==> src/rtl/image_mem_pkg.sv <==
`default_nettype none
// ============================================================================
// Module      : image_mem_pkg
// Description : Shared defaults and state encoding for the image memory
//               port arbiter and its round-robin selector.
// Revision    : 1.0 - initial release
// ============================================================================
package image_mem_pkg;

    localparam int c_N_CORES = 4;   // default number of requesting cores
    localparam int c_A_W     = 5;   // default image memory address width
    localparam int c_D_W     = 1;   // default pixel data width

    // Arbiter state encoding
    localparam logic [1:0] c_ST_IDLE   = 2'd0;
    localparam logic [1:0] c_ST_GRANT  = 2'd1;
    localparam logic [1:0] c_ST_COMMIT = 2'd2;

endpackage
`default_nettype wire

==> src/rtl/rr_arbiter.sv <==
`default_nettype none
// ============================================================================
// Module      : rr_arbiter
// Description : Combinational round-robin selector. Searches the request
//               vector starting at the core after the last-granted pointer
//               and wrapping modulo N_CORES.
// Ports       : i_req  - per-core request vector
//               i_ptr  - index of the last-granted core
//               o_pick - one-hot selected core (all zero when no request)
//               o_idx  - index of the selected core
// Revision    : 1.0 - initial release
// ============================================================================
module rr_arbiter
    import image_mem_pkg::*;
#(
    parameter int N_CORES = c_N_CORES,
    parameter int IDX_W   = (c_N_CORES > 1) ? $clog2(c_N_CORES) : 1
) (
    input  logic [N_CORES-1:0] i_req,
    input  logic [IDX_W-1:0]   i_ptr,
    output logic [N_CORES-1:0] o_pick,
    output logic [IDX_W-1:0]   o_idx
);

    // One extra bit so ptr + step (at most 2*N_CORES-1) never overflows
    localparam logic [IDX_W:0] c_N = (IDX_W+1)'(N_CORES);

    logic [IDX_W:0]   w_sum;
    logic [IDX_W-1:0] w_cand;
    logic             w_found;

    always_comb begin
        o_pick  = '0;
        o_idx   = '0;
        w_found = 1'b0;
        w_sum   = '0;
        w_cand  = '0;
        // Step k = N_CORES lands back on the pointer itself, so the
        // last-granted core is considered only after every other core.
        for (int k = 1; k <= N_CORES; k++) begin
            w_sum = {1'b0, i_ptr} + (IDX_W+1)'(k);
            if (w_sum >= c_N) begin
                w_sum = w_sum - c_N;
            end
            w_cand = w_sum[IDX_W-1:0];
            if (!w_found && i_req[w_cand]) begin
                w_found        = 1'b1;
                o_idx          = w_cand;
                o_pick[w_cand] = 1'b1;
            end
        end
    end

endmodule
`default_nettype wire

==> src/rtl/image_port_arbiter.sv <==
`default_nettype none
// ============================================================================
// Module      : image_port_arbiter
// Description : Shares one image memory exchange port among N_CORES logic
//               cores. A read takes IDLE+GRANT, a write IDLE+GRANT+COMMIT;
//               the memory registers address/enable and samples data one
//               cycle later, so write data is presented during COMMIT.
// Ports       : CLK, RST      - clock, synchronous active-high reset
//               REQ, WR       - per-core request and access type (1 = write)
//               ADDR, WDATA   - per-core packed address / write data slices
//               GNT, RVALID   - one-hot grant and read-valid pulses
//               RDATA         - read data broadcast to all cores
//               BUSY          - high whenever a transaction is in flight
//               M_A, M_DI,
//               M_WE, M_DQ    - memory exchange port
// Revision    : 1.0 - initial release
// ============================================================================
module image_port_arbiter
    import image_mem_pkg::*;
#(
    parameter int N_CORES = c_N_CORES,
    parameter int A_W     = c_A_W,
    parameter int D_W     = c_D_W
) (
    input  logic                   CLK,
    input  logic                   RST,
    input  logic [N_CORES-1:0]     REQ,
    input  logic [N_CORES-1:0]     WR,
    input  logic [N_CORES*A_W-1:0] ADDR,
    input  logic [N_CORES*D_W-1:0] WDATA,
    output logic [N_CORES-1:0]     GNT,
    output logic [D_W-1:0]         RDATA,
    output logic [N_CORES-1:0]     RVALID,
    output logic                   BUSY,
    output logic [A_W-1:0]         M_A,
    output logic [D_W-1:0]         M_DI,
    output logic                   M_WE,
    input  logic [D_W-1:0]         M_DQ
);

    localparam int c_IDX_W = (N_CORES > 1) ? $clog2(N_CORES) : 1;

    logic [1:0]         r_state;
    logic [c_IDX_W-1:0] r_sel;
    logic [c_IDX_W-1:0] r_last;
    logic               r_wr;
    logic [A_W-1:0]     r_addr;
    logic [D_W-1:0]     r_data;
    logic [N_CORES-1:0] r_gnt;
    logic [N_CORES-1:0] r_rvalid;
    logic [D_W-1:0]     r_rdata;
    logic               r_we;

    logic [N_CORES-1:0] w_pick;
    logic [c_IDX_W-1:0] w_idx;
    logic               w_wr;
    logic [A_W-1:0]     w_addr;
    logic [D_W-1:0]     w_wdata;

    rr_arbiter #(
        .N_CORES (N_CORES),
        .IDX_W   (c_IDX_W)
    ) u_rr_arbiter (
        .i_req  (REQ),
        .i_ptr  (r_last),
        .o_pick (w_pick),
        .o_idx  (w_idx)
    );

    // One-hot mux of the selected core's request fields
    always_comb begin
        w_wr    = 1'b0;
        w_addr  = '0;
        w_wdata = '0;
        for (int i = 0; i < N_CORES; i++) begin
            if (w_pick[i]) begin
                w_wr    = WR[i];
                w_addr  = ADDR[i*A_W +: A_W];
                w_wdata = WDATA[i*D_W +: D_W];
            end
        end
    end

    always_ff @(posedge CLK) begin
        if (RST) begin
            // Clearing r_data here is what makes a reset during a write
            // GRANT commit zero: the memory has already taken the enable.
            r_state  <= c_ST_IDLE;
            r_sel    <= '0;
            r_last   <= c_IDX_W'(N_CORES-1);
            r_wr     <= 1'b0;
            r_addr   <= '0;
            r_data   <= '0;
            r_gnt    <= '0;
            r_rvalid <= '0;
            r_rdata  <= '0;
            r_we     <= 1'b0;
        end else begin
            r_rvalid <= '0;
            case (r_state)
                c_ST_IDLE: begin
                    if (|REQ) begin
                        r_sel   <= w_idx;
                        r_wr    <= w_wr;
                        r_addr  <= w_addr;
                        r_data  <= w_wdata;
                        r_gnt   <= w_pick;
                        r_we    <= w_wr;
                        r_state <= c_ST_GRANT;
                    end
                end
                c_ST_GRANT: begin
                    r_gnt  <= '0;
                    r_we   <= 1'b0;
                    r_last <= r_sel;
                    if (r_wr) begin
                        r_state <= c_ST_COMMIT;
                    end else begin
                        r_rdata  <= M_DQ;
                        r_rvalid <= r_gnt;
                        r_state  <= c_ST_IDLE;
                    end
                end
                c_ST_COMMIT: begin
                    // Memory samples M_DI (= r_data) at the end of this cycle
                    r_state <= c_ST_IDLE;
                end
                default: begin
                    r_state <= c_ST_IDLE;
                end
            endcase
        end
    end

    assign GNT    = r_gnt;
    assign RVALID = r_rvalid;
    assign RDATA  = r_rdata;
    assign BUSY   = (r_state != c_ST_IDLE);
    assign M_A    = r_addr;
    assign M_DI   = r_data;
    assign M_WE   = r_we;

endmodule
`default_nettype wire
==> config.mk <==
export PLATFORM = sky130hd
export DESIGN_NAME = image_port_arbiter
export DESIGN_NICKNAME = d
export VERILOG_FILES = /design/src/rtl/image_mem_pkg.sv /design/src/rtl/rr_arbiter.sv /design/src/rtl/image_port_arbiter.sv
export SDC_FILE = /design/constraint.sdc
export NUM_CORES = 1
export LEC_CHECK = 0
export CAP_MARGIN = 30
export CORE_MARGIN = 5
export CORE_UTILIZATION = 38
export DETAILED_ROUTE_END_ITERATION = 8
export PLACE_DENSITY = 0.68
export SKIP_LAST_GASP = 1
export SYNTH_ARGS = -nofsm -noshare
export SYNTH_HDL_FRONTEND = slang
export SYNTH_SLANG_ARGS = --single-unit
==> constraint.sdc <==
create_clock -name CLK -period 3.7 [get_ports CLK]
set_clock_uncertainty 0.2 [all_clocks]
set_input_delay 1.11 -clock CLK [delete_from_list [all_inputs] [get_ports CLK]]
set_output_delay 1.11 -clock CLK [all_outputs]
set_load 0.01 [all_outputs]
==> reports/metrics.cfg <==
[worst_setup_path]
crit_arrival_ns=3.40
critPathMaxStageDelay_ns=0.58
crit_family=simple AND/OR/NAND/NOR gates
critPathBufInv=1
crit_type=in2reg
cp-start-kind=input pin
cp_slowest_cell=mux4_2
crit_path_end_kind=flip-flop
cp_cell_sequence=clkdlybuf4s50_1 > mux4_2 > and2_1 > a221o_2 > or2_1 > nor2_2 > a32oi_1
cp_max_fo=8
cp.required_ns=3.64
r2r_slack_ns=0.78

[drt]
drtAntennaViolNets=0
vias_per_cell=5.31
drc=0
first_iter_violations=87
via_count=1578
drtPass1Iterations=4
wl_microns=4400
routedWlPerCell_microns=14.8

[clock_network]
clk_pin_slew_ns=0.09
numCtsBuffers=3
cts-resized-gates=0
clk_path_buf_depth=2
hold_buffers=0
htree_levels=1
ctsRootBufferMaster=clkbuf_8
cts_tree=yes
clock_sinks=23
post_cts_buffers=0
clock_latency_ns=0.26

[sta]
finalSetupViolCount=0
finalSetupTns_ns=0
relSlewSlack_pct=61.7
drv_slew=0
post-route-min-period_ns=3.46
period_share_pct=93.5
rsz0062_at_grt=no
hold_ws_ns=0.253
finalHoldViolCount=0
worstMarginPinSlew_ns=0.572
setup_ws_ns=0.239
fmax_mhz=289

[synthesis]
yosys_register_bits=23
syn_area_sq_mm=0.00158
synthFlopType=dfxtp_1
synth.top_cell.area_share_pct=29.2
syn_avg_cell_area_sq_um=8.57
synth.area.top_cells=dfxtp_1 (29%), ha_1 (6.3%), nand2_1 (5.7%), mux4_2 (4.3%), a32oi_1 (3.3%)
synth.net_count=227
synth.largest_area_cell=dfxtp_1
synth.distinct_cells=47
synth_cells=184
ys_async_sr_fraction_pct=0
yosysWarnings=0
synth_enable_flop_cells=0
ys_seq_area_share_pct=29.2

[power]
peakVddDrop_v=0.000144
powerDensity_mw_per_mm2=386
power.leakage_uw=0.000892

[layout]
final_util_pct=56.9
fillers=351
layout_common_cells=clkdlybuf4s50_1 (51), nand2_1 (24), dfxtp_1 (23), buf_4 (17), nand3_1 (10)
diodes=0
area_growth_pct=44.2
final_common_cell=clkdlybuf4s50_1
drive_gt1_share_pct=14.2
final_area_sq_mm=0.00227
nNetsFinal=291

[worst_hold_path]
hp-class=reg2reg

[placement]
dp_hpwl_microns=3560
dp_slack_ns=-0.0326
place_area_sq_mm=0.00223
routabilityCongestion=0.825
portBuffers=51

[global_routing]
track_usage_pct=16.4
grt_pass1_vias=1591
antenna_found_initial=0
grt_max_degree=19
grt_overflow=0
grt_first_pass_wirelength_microns=7180

[die]
num_io_pins=52
die_x_microns=74.4
coreArea_sq_mm=0.00400
die_h_microns=74.4
initial_utilization_pct=39.4
rows=23
dieArea_sq_mm=0.00554

[status]
status=completed

[run]
maxCapViolations=0

==> layout make-up <==
type / instances / area, sq um / area share, %
clock buffer: 3 / 41.3 / 1.82
clock inverter: 1 / 5.00 / 0.220
inverter: 4 / 15.0 / 0.660
multi-input combinational: 148 / 1050 / 46.3
sequential: 23 / 460 / 20.2
tap: 50 / 62.6 / 2.75
timing repair buffer: 68 / 638 / 28.1
==> kinds of logic (layout without fill, tap and decap cells) <==
logic type               after synthesis  after routing  share of synthesized area (%)
AND/OR/NAND/NOR                       82             82                           28.4
flip-flops                            23             23                           29.2
buffers and inverters                 13             76                           4.12
AO/OA/AOI/OAI                         51             51                           25.1
adder cells (fa/ha/maj)                8              8                           6.34
multiplexers                           7              7                           6.90
==> metrics by stage <==
step | total power [uW] | std cells
floorplan | 555 | 184
global placement | 728 | 293
detailed placement | 730 | 293
CTS | 881 | 297
global route | 935 | 297
finish | 878 | 297
==> worst register-to-register path, cell delays in order (launching register included) <==
cell     delay, ns
dfxtp_1       0.35
inv_1         0.12
ha_1          0.34
mux4_2        0.51
nor3b_4       0.18
a221o_2       0.46
or2_1         0.27
nor2_2        0.23
a32oi_1       0.14
==> flip-flops by register name (all words and copies together) (netlist names) <==
name	count
GNT	4
M_A	5
M_DI	1
M_WE	1
RDATA	1
RVALID	4
r_last	2
r_sel	2
r_state	2
r_wr	1
==> final timing paths <==
kind	from	to	cells after the start
min reg2reg	r_sel[0]	r_sel[0]	2
max reg2reg	r_last[0]	M_DI	8
min	r_sel[0]	r_sel[0]	2
max	REQ[1]	M_DI	7
==> where the power goes <==
| part | internal, uW | total, uW | switching [uW] |
|---|---|---|---|
| sequential | 284 | 305 | 21.1 |
| combinational | 215 | 419 | 204 |
| clock | 75.1 | 154 | 79.2 |
| total | 574 | 878 | 304 |
==> layer usage <==
layer  wire length (microns)  vias up  share of wire, %  track usage, %
li1                        -      818                 -               -
met1                    1960      711                45            21.3
met2                    2170       38                49            28.2
met3                     152       11               3.5            1.22
met4                     118        0               2.7            6.32
met5                       0        -                 0               0
==> Yosys cell counts, drive strengths merged (2+ instances only) <==
cell and instances:
clkbuf 3, buf 6, mux2i 3, nor3 5
a21boi 7, o21ai 6, and2 7, a31oi 2
or3 6, a21oi 7, o22ai 5, nor3b 5
a221o 3, nand2b 6, o221ai 6, nor2 8
mux4 3, nand2 24, dfxtp 23, or2 3
and3 2, nand3 10, ha 8, inv 4
a221oi 3, nor2b 2, a32oi 6, and3b 2
Power figures use the tool's default switching activity.
